**config.mk**
```make
export PLATFORM = sky130hd
export DESIGN_NAME = sha_uart_ctrl_flat
export DESIGN_NICKNAME = d
export VERILOG_FILES = /design/src/rtl/sha_uart_ctrl_if.sv /design/src/rtl/sha_uart_ctrl.sv /design/src/flat_wrapper.sv
export SDC_FILE = /design/constraint.sdc
export NUM_CORES = 2
export LEC_CHECK = 0
export ABC_AREA = 1
export ABC_CLOCK_PERIOD_IN_PS = 2400
export BUFFER_PORTS_ARGS = -buffer_cell sky130_fd_sc_hd__buf_4
export CAP_MARGIN = 20
export CORE_AREA = 2 2 502 504
export CTS_BUF_LIST = sky130_fd_sc_hd__clkbuf_8
export DETAILED_ROUTE_END_ITERATION = 10
export DIE_AREA = 0 0 504 506
export PLACE_DENSITY_LB_ADDON = 0.12
export SKIP_LAST_GASP = 1
export SLEW_MARGIN = 20
export SYNTH_ARGS = -nofsm -noshare
export SYNTH_HDL_FRONTEND = slang
export SYNTH_SLANG_ARGS = --single-unit
```
**constraint.sdc**
```tcl
create_clock -name clk -period 2.4 [get_ports clk]
set_input_delay 0.48 -clock clk [delete_from_list [all_inputs] [get_ports clk]]
set_output_delay 0.48 -clock clk [all_outputs]
set_load 0.02 [all_outputs]
```
**src/rtl/sha_uart_ctrl_if.sv**
```systemverilog
// Bundles the block-input, SHA-core and UART-TX signals of sha_uart_ctrl.
// The master modport is the environment side, and the slave modport is the controller side.
interface sha_uart_ctrl_if;
  logic         blk_valid;
  logic [511:0] blk_data;
  logic         blk_last;
  logic         core_ready;
  logic         core_digest_valid;
  logic [255:0] core_digest;
  logic         tx_done;
  logic         core_init;
  logic         core_next;
  logic [511:0] core_block;
  logic         tx_start;
  logic [7:0]   tx_byte;
  logic         busy;
  logic         err_overrun;

  modport master (
    output blk_valid, blk_data, blk_last, core_ready, core_digest_valid, core_digest, tx_done,
    input  core_init, core_next, core_block, tx_start, tx_byte, busy, err_overrun
  );

  modport slave (
    input  blk_valid, blk_data, blk_last, core_ready, core_digest_valid, core_digest, tx_done,
    output core_init, core_next, core_block, tx_start, tx_byte, busy, err_overrun
  );
endinterface

```
**src/rtl/sha_uart_ctrl.sv**
```systemverilog
// Feeds 512-bit blocks to a SHA-256 core and streams the final digest out over a UART TX.
// Define SHA_UART_CTRL_HEX_EN to send 64 lowercase hex characters plus CR LF instead of 32 raw bytes.
module sha_uart_ctrl (
  input  logic           clk,
  input  logic           rst,
  sha_uart_ctrl_if.slave bus
);
`ifdef SHA_UART_CTRL_HEX_EN
  localparam int unsigned NumBytes = 66;
  localparam int unsigned CntW     = 7;
`else
  localparam int unsigned NumBytes = 32;
  localparam int unsigned CntW     = 5;
`endif
  localparam logic [CntW-1:0] LastCnt = CntW'(NumBytes - 1);

  typedef enum logic [2:0] {StIdle, StIssue, StWait, StTxLoad, StTxWait} state_e;

  state_e            r_state;
  logic              r_first;
  logic              r_last;
  logic [CntW-1:0]   r_byte_cnt;
  logic [255:0]      r_digest;
  logic [511:0]      r_block;
  logic              r_init;
  logic              r_next;
  logic              r_tx_start;
  logic [7:0]        r_tx_byte;
  logic              r_err;
  logic [7:0]        w_byte;

`ifdef SHA_UART_CTRL_HEX_EN
  logic [3:0] w_nib;
  always_comb begin
    w_nib = r_digest[{~r_byte_cnt[5:0], 2'b00} +: 4];
    if (r_byte_cnt == 7'd64)      w_byte = 8'h0d;
    else if (r_byte_cnt == 7'd65) w_byte = 8'h0a;
    else if (w_nib < 4'd10)       w_byte = 8'h30 + {4'h0, w_nib};
    else                          w_byte = 8'h57 + {4'h0, w_nib};
  end
`else
  // ~cnt selects byte (31 - cnt), so byte 0 is digest[255:248]
  always_comb begin
    w_byte = r_digest[{~r_byte_cnt, 3'b000} +: 8];
  end
`endif

  always_ff @(posedge clk) begin
    if (rst) begin
      r_state    <= StIdle;
      r_first    <= 1'b1;
      r_last     <= 1'b0;
      r_byte_cnt <= '0;
      r_digest   <= '0;
      r_block    <= '0;
      r_init     <= 1'b0;
      r_next     <= 1'b0;
      r_tx_start <= 1'b0;
      r_tx_byte  <= '0;
      r_err      <= 1'b0;
    end else begin
      r_init     <= 1'b0;
      r_next     <= 1'b0;
      r_tx_start <= 1'b0;
      if (bus.blk_valid && (r_state != StIdle)) r_err <= 1'b1;
      unique case (r_state)
        StIdle: begin
          if (bus.blk_valid) begin
            r_block <= bus.blk_data;
            r_last  <= bus.blk_last;
            r_state <= StIssue;
            // A ready core gets its command in the first ISSUE cycle
            if (bus.core_ready) begin
              r_init  <= r_first;
              r_next  <= ~r_first;
              r_first <= 1'b0;
            end
          end
        end
        StIssue: begin
          if (r_init || r_next) begin
            r_state <= StWait;
          end else if (bus.core_ready) begin
            r_init  <= r_first;
            r_next  <= ~r_first;
            r_first <= 1'b0;
            r_state <= StWait;
          end
        end
        StWait: begin
          if (bus.core_digest_valid) begin
            if (r_last) begin
              r_digest   <= bus.core_digest;
              r_byte_cnt <= '0;
              r_state    <= StTxLoad;
            end else begin
              r_state <= StIdle;
            end
          end
        end
        StTxLoad: begin
          r_tx_byte  <= w_byte;
          r_tx_start <= 1'b1;
          r_state    <= StTxWait;
        end
        StTxWait: begin
          if (bus.tx_done) begin
            if (r_byte_cnt == LastCnt) begin
              r_byte_cnt <= '0;
              r_first    <= 1'b1;
              r_state    <= StIdle;
            end else begin
              r_byte_cnt <= r_byte_cnt + 1'b1;
              r_state    <= StTxLoad;
            end
          end
        end
        default: r_state <= StIdle;
      endcase
    end
  end

  assign bus.core_init   = r_init;
  assign bus.core_next   = r_next;
  assign bus.core_block  = r_block;
  assign bus.tx_start    = r_tx_start;
  assign bus.tx_byte     = r_tx_byte;
  assign bus.busy        = (r_state != StIdle);
  assign bus.err_overrun = r_err;
endmodule

```
**src/flat_wrapper.sv**
```systemverilog
// flat-port wrapper written by rule: the top's interface ports become plain ports
module sha_uart_ctrl_flat 
  (clk, rst, bus_blk_valid, bus_blk_data, bus_blk_last, bus_core_ready, bus_core_digest_valid, bus_core_digest, bus_tx_done, bus_core_init, bus_core_next, bus_core_block, bus_tx_start, bus_tx_byte, bus_busy, bus_err_overrun);
  sha_uart_ctrl_if bus_i ();
  input  logic clk;
  input  logic rst;
  input wire logic [$bits(bus_i.blk_valid)-1:0] bus_blk_valid;
  input wire logic [$bits(bus_i.blk_data)-1:0] bus_blk_data;
  input wire logic [$bits(bus_i.blk_last)-1:0] bus_blk_last;
  input wire logic [$bits(bus_i.core_ready)-1:0] bus_core_ready;
  input wire logic [$bits(bus_i.core_digest_valid)-1:0] bus_core_digest_valid;
  input wire logic [$bits(bus_i.core_digest)-1:0] bus_core_digest;
  input wire logic [$bits(bus_i.tx_done)-1:0] bus_tx_done;
  output wire logic [$bits(bus_i.core_init)-1:0] bus_core_init;
  output wire logic [$bits(bus_i.core_next)-1:0] bus_core_next;
  output wire logic [$bits(bus_i.core_block)-1:0] bus_core_block;
  output wire logic [$bits(bus_i.tx_start)-1:0] bus_tx_start;
  output wire logic [$bits(bus_i.tx_byte)-1:0] bus_tx_byte;
  output wire logic [$bits(bus_i.busy)-1:0] bus_busy;
  output wire logic [$bits(bus_i.err_overrun)-1:0] bus_err_overrun;
  assign bus_i.blk_valid = bus_blk_valid;
  assign bus_i.blk_data = bus_blk_data;
  assign bus_i.blk_last = bus_blk_last;
  assign bus_i.core_ready = bus_core_ready;
  assign bus_i.core_digest_valid = bus_core_digest_valid;
  assign bus_i.core_digest = bus_core_digest;
  assign bus_i.tx_done = bus_tx_done;
  assign bus_core_init = bus_i.core_init;
  assign bus_core_next = bus_i.core_next;
  assign bus_core_block = bus_i.core_block;
  assign bus_tx_start = bus_i.tx_start;
  assign bus_tx_byte = bus_i.tx_byte;
  assign bus_busy = bus_i.busy;
  assign bus_err_overrun = bus_i.err_overrun;
  sha_uart_ctrl u_core (.clk(clk), .rst(rst), .bus(bus_i));
endmodule
```
# Word level (Yosys, flattened, before mapping)
# Cells that the tools add are included.
# word_totals
word_cells	66
in_bits	775
output_inout_bits	525
reg_bits	790
# op_classes
muxes	28
n_shift	1
n_reduce_logical	11
bitwise_logic	2
eq_ne	12
addsub	1
# ops
operator	count
$shiftx A256 B9 Y8	1
$mux W5	4
$mux W3	5
$pmux W3 S5	1
$mux W1	12
$pmux W5 S2	1
$ne A2 B2 Y1 const B	4
$reduce_and A4 Y1	2
$eq A3 B2 Y1 const B	2
$reduce_bool A3 Y1	2
$add A5 B1 Y5 const B	1
$eq A5 B5 Y1 const B	1
$not A5 Y5	1
$reduce_and A5 Y1	1
$mux W2	2
$ne A2 B1 Y1 const B	2
$pmux W1 S2	2
$eq A3 B1 Y1 const B	1
$eq A3 B3 Y1 const B	1
$logic_not A3 Y1	1
$ne A3 B2 Y1 const B	1
$pmux W1 S3	1
$reduce_and A3 Y1	1
$reduce_and A2 Y1	1
4 further kinds	4

# Longest topological paths before layout
# depth
ltp_word	4
mapped_depth	13
ltp_nobuf	11

# Least setup slack after synthesis
# Ideal clock, no wire load.
# synth_timing
path_type	register -> register
startpoint	register u_core.r_byte_cnt[2]
endpoint	register u_core.r_first
t_arrival_ns	1.506
period_less_slack_ns	1.629
required_ns	2.277
path_stages_with_launch	10
setup_ns	0.123
path_slack_ns	0.771
path_buffers	2
path_cell_list	dfxtp_1 > buf_2 > nand2_1 > buf_2 > nor2_1 > ha_1 > nor2_1 > nor3_1 > a21oi_1 > o21ai_0
# synth_via
elab_chain_cells	3
# synth_lines
item	line	rtl
start, declared	sha_uart_ctrl.sv:22	logic [CntW-1:0] r_byte_cnt;
start signal, assigned	sha_uart_ctrl.sv:113	r_byte_cnt <= r_byte_cnt + 1'b1;
$eq A5 B5 Y1	sha_uart_ctrl.sv:108	if (r_byte_cnt == LastCnt) begin
$ne A2 B1 Y1 (no source line)	-	
$reduce_and A5 Y1 (no source line)	-	
end signal, assigned	sha_uart_ctrl.sv:76	r_first <= 1'b0;
end signal, assigned	sha_uart_ctrl.sv:86	r_first <= 1'b0;
end signal, assigned	sha_uart_ctrl.sv:110	r_first <= 1'b1;
end, declared	sha_uart_ctrl.sv:20	logic r_first;
# No other way between the ends.
# A chain may end at the register's enable or synchronous reset.

# Worst setup path after layout
# layout_timing
startpoint	register u_core.r_state[0]
endpoint	register u_core.r_block[291], in the netlist u_core.bus.core_block[291]
# layout_via
elab_chain_cells	2
# layout_lines
item	line	rtl
start, declared	sha_uart_ctrl.sv:19	state_e r_state;
start signal, assigned	sha_uart_ctrl.sv:50	r_state <= StIdle;
start signal, assigned	sha_uart_ctrl.sv:71	r_state <= StIssue;
start signal, assigned	sha_uart_ctrl.sv:82	r_state <= StWait;
$logic_not A3 Y1	sha_uart_ctrl.sv:66	unique case (r_state)
$reduce_and A2 Y1 (no source line)	-	
end signal, assigned	sha_uart_ctrl.sv:69	r_block <= bus.blk_data;
end, declared	sha_uart_ctrl.sv:24	logic [511:0] r_block;
# No other way between the ends.

==> flow_summary.ini <==
[critical_path]
startpoint_type = register
slowest_delay_ps = 570
reg2reg_depth = 8
worstPathCellList = nor2_4, nand3_4, buf_4, buf_16, buf_16, nand2_1, a21oi_1, dlygate4sd3_1
crit_fanout = 57
crit_start = u_core.r_state[0]$_SDFFE_PP0P_
crit_top_cell = buf_16
crit_required_ps = 3120
reg2reg_from = u_core.r_state[0]$_SDFFE_PP0P_
r2r_slack_ps = 140
criticalPathCategory = register to register
crit_family = buffers and inverters
worstPathArrival_ps = 2980
slowest_stage = dlygate4sd3_1
path_depth = 8
crit_buf_inv = 4
critPathCapture = u_core.bus.core_block[291]$_SDFFE_PP0P_
r2r_end = u_core.bus.core_block[291]$_SDFFE_PP0P_
endpoint_kind = register

[floorplan]
core_um2 = 250000
fp.dieW_um = 504
initial_core_util_pct = 12.0
die_area_um2 = 255000
fp.dieH_um = 506
row_count = 184
ios = 1300

[detailed_routing]
drcViolationCount = 0
routed_wl_um = 201000
drtIter0Drc = 1816
vias = 35059
ant_nets = 0
dr.pass1.iters = 5
vias_per_cell = 3.65
wl_per_cell_um = 21.0

[global_routing]
top_usage_layer = met2
grt_pass1_vias = 35627
met3_usage_pct = 5.28
grt_start_max_net_pins = 101
grt_use_met2_pct = 24.8
antenna_found_initial = 56
use_met1_pct = 18.8
grt_pass1_wl_um = 277000
track_usage_pct = 15.2
grt.overflow.total = 0

[timing]
fin_skew_ps = 78.1
tightest_slew_ps = 718
rsz0062_at_grt = no
period_minus_slack_ps = 2260
hold_viol = 0
fmax_ghz = 0.442
drv_slew = 0
setup_tns_ps = 0
slew_headroom_pct = 52.1
fin_crit_sh_pct = 94.2
setup_violations = 0
hold_ws_ps = 351

[synth]
synth-compound-area-share_pct = 17.5
yosys.area_share.simple_pct = 21.2
ys_ff_latch = 790
avgSynthCellArea_um2 = 7.41
synth_cell_types = 23
synthMuxAreaShare_pct = 0
syn-num-nets = 4839
synth-adder-area-share_pct = 0.0831
synth-seq-area-share_pct = 52.5
yosys_warnings = 0
synth_top_family_by_area = simple AND/OR/NAND/NOR gates
synthCells = 4062
syn_area_um2 = 30100
synth_xor_area_share_pct = 0

[place]
gp_congestion = 0.864
port_buffers = 1299
hpwlAfterDp_um = 155000
post_dp_cell_area_um2 = 43900
place_inst = 8506

[layout]
syn2layout_area_growth_pct = 83.0
final_cells = 9595
drive_gt1_share_pct = 26.3
nets = 6893
post-route-cell-area_um2 = 55100

[power]
ir_worst_vdd_uv = 389
cellPowerDensity_nw_per_um2 = 825
total_power_mw = 45.5
leakage_nw = 23.0

[status]
outcome = complete, no violations

[cts]
clk_latency_ps = 930
path_clk_slew_ps = 60
cts.sinks = 790
clockBufferDepth = 3
cts_setup_buffers = 0
clockRootBuffer = clkbuf_8
cts_buffers = 167
tritoncts = built
htreeDepth = 4

[job]
maxCapViolCount = 0

[hold_path]
whs_path_depth = 4
min_path_type = input port to register
where the power goes:
group	total, mW	switching [mW]	internal (mW)
sequential	15.9	1.09	14.8
clock	14.9	7.11	7.74
combinational	14.7	9.07	5.66
total	45.5	17.3	28.2
final cells by class:
| cell class | count | area, um^2 |
|---|---|---|
| clock inverters | 89 | 601 |
| inverters | 284 | 1080 |
| clock buffers | 194 | 2670 |
| diodes | 17 | 42.5 |
| multi-input cells | 2682 | 11700 |
| fillers | 28404 | 195000 |
| well taps | 3348 | 4190 |
| repair buffers | 2191 | 19000 |
| flip-flops and latches | 790 | 15800 |
logic make-up (layout without fill, tap and decap cells):
group                      after synthesis  after routing
buffers and inverters                  590           2758
AOI/OAI and AO/OA                     1055           1055
and+or+nand+nor                       1625           1625
DFF                                    790            790
other                                    0             17
adders and majority gates                2              2
what timing repair did:
item                                    4_1_cts  5_1_grt
hold buffers                                788        0
gates cloned                                  0        1
endpoints found under the setup margin        1        9
gates resized for setup                       4        4
endpoints found under the hold margin       776        0
stage by stage:
step | utilization [%] | worst slack, ps
2_1_floorplan | - | 771
3_3_place_gp | 17.5 | 205
3_5_place_dp | 17.5 | 275
4_1_cts | 22.0 | 9.65
5_1_grt | 22.0 | 25.2
6_report | 22.0 | 139
tightest hold or removal path: cells and delay by family:
family          cells  cell delay (ps)
simple gates        1               40
compound gates      1              100
buf+inv             2              620
placed cells by master (no fill, tap or decap), drive strengths merged:
master | Yosys | final
nand2 | 1370 | 1370
nor4 | 1 | 1
nor3 | 7 | 7
clkinv | 1 | 11
diode | 0 | 17
bufinv | 0 | 3
dfxtp | 790 | 790
inv | 283 | 358
clkbuf | 122 | 195
nand3 | 187 | 187
nor2 | 60 | 60
clkinvlp | 0 | 1
o21ai | 270 | 270
ha | 2 | 2
a21oi | 785 | 785
dlygate4sd3 | 0 | 788
buf | 184 | 1402
flip-flops by register name, indices dropped and copies added, names as in the netlist:
register	count
u_core.bus.core_block	512
u_core.r_digest	256
u_core.bus.tx_byte	8
u_core.r_byte_cnt	5
u_core.r_state	3
u_core.bus.core_init	1
u_core.bus.core_next	1
u_core.bus.err_overrun	1
u_core.bus.tx_start	1
u_core.r_first	1
u_core.r_last	1
how the worst min path moves through the flow:
stage / from / end
2_1_floorplan: u_core.r_first$_SDFFE_PP1P_ / u_core.bus.core_next$_SDFF_PP0_
3_3_place_gp: u_core.r_first$_SDFFE_PP1P_ / u_core.bus.core_next$_SDFF_PP0_
3_5_place_dp: u_core.r_first$_SDFFE_PP1P_ / u_core.bus.core_next$_SDFF_PP0_
4_1_cts: bus_blk_data[333] / u_core.bus.core_block[333]$_SDFFE_PP0P_
5_1_grt: bus_blk_data[85] / u_core.bus.core_block[85]$_SDFFE_PP0P_
6_report: bus_blk_data[368] / u_core.bus.core_block[368]$_SDFFE_PP0P_
routing by layer:
metal  vias to the layer above  part of all wire [%]
met5                         -                 0.017
met4                         6                   2.7
met3                       299                   7.9
met2                      1103                    46
met1                     16472                    43
li1                      17179                     -
synthesized netlist by cell type, drive strengths merged:
cell type,instances,area (um^2)
ha,2,25.0
nor3,7,51.3
o21ai,270,1350
a21oi,785,3930
inv,283,1060
dfxtp,790,15800
nand2,1370,5140
nor2,60,228
buf,184,1080
nand3,187,958
clkinv,1,3.75
nor4,1,6.26
clkbuf,122,458
Power figures use the tool's default switching activity.
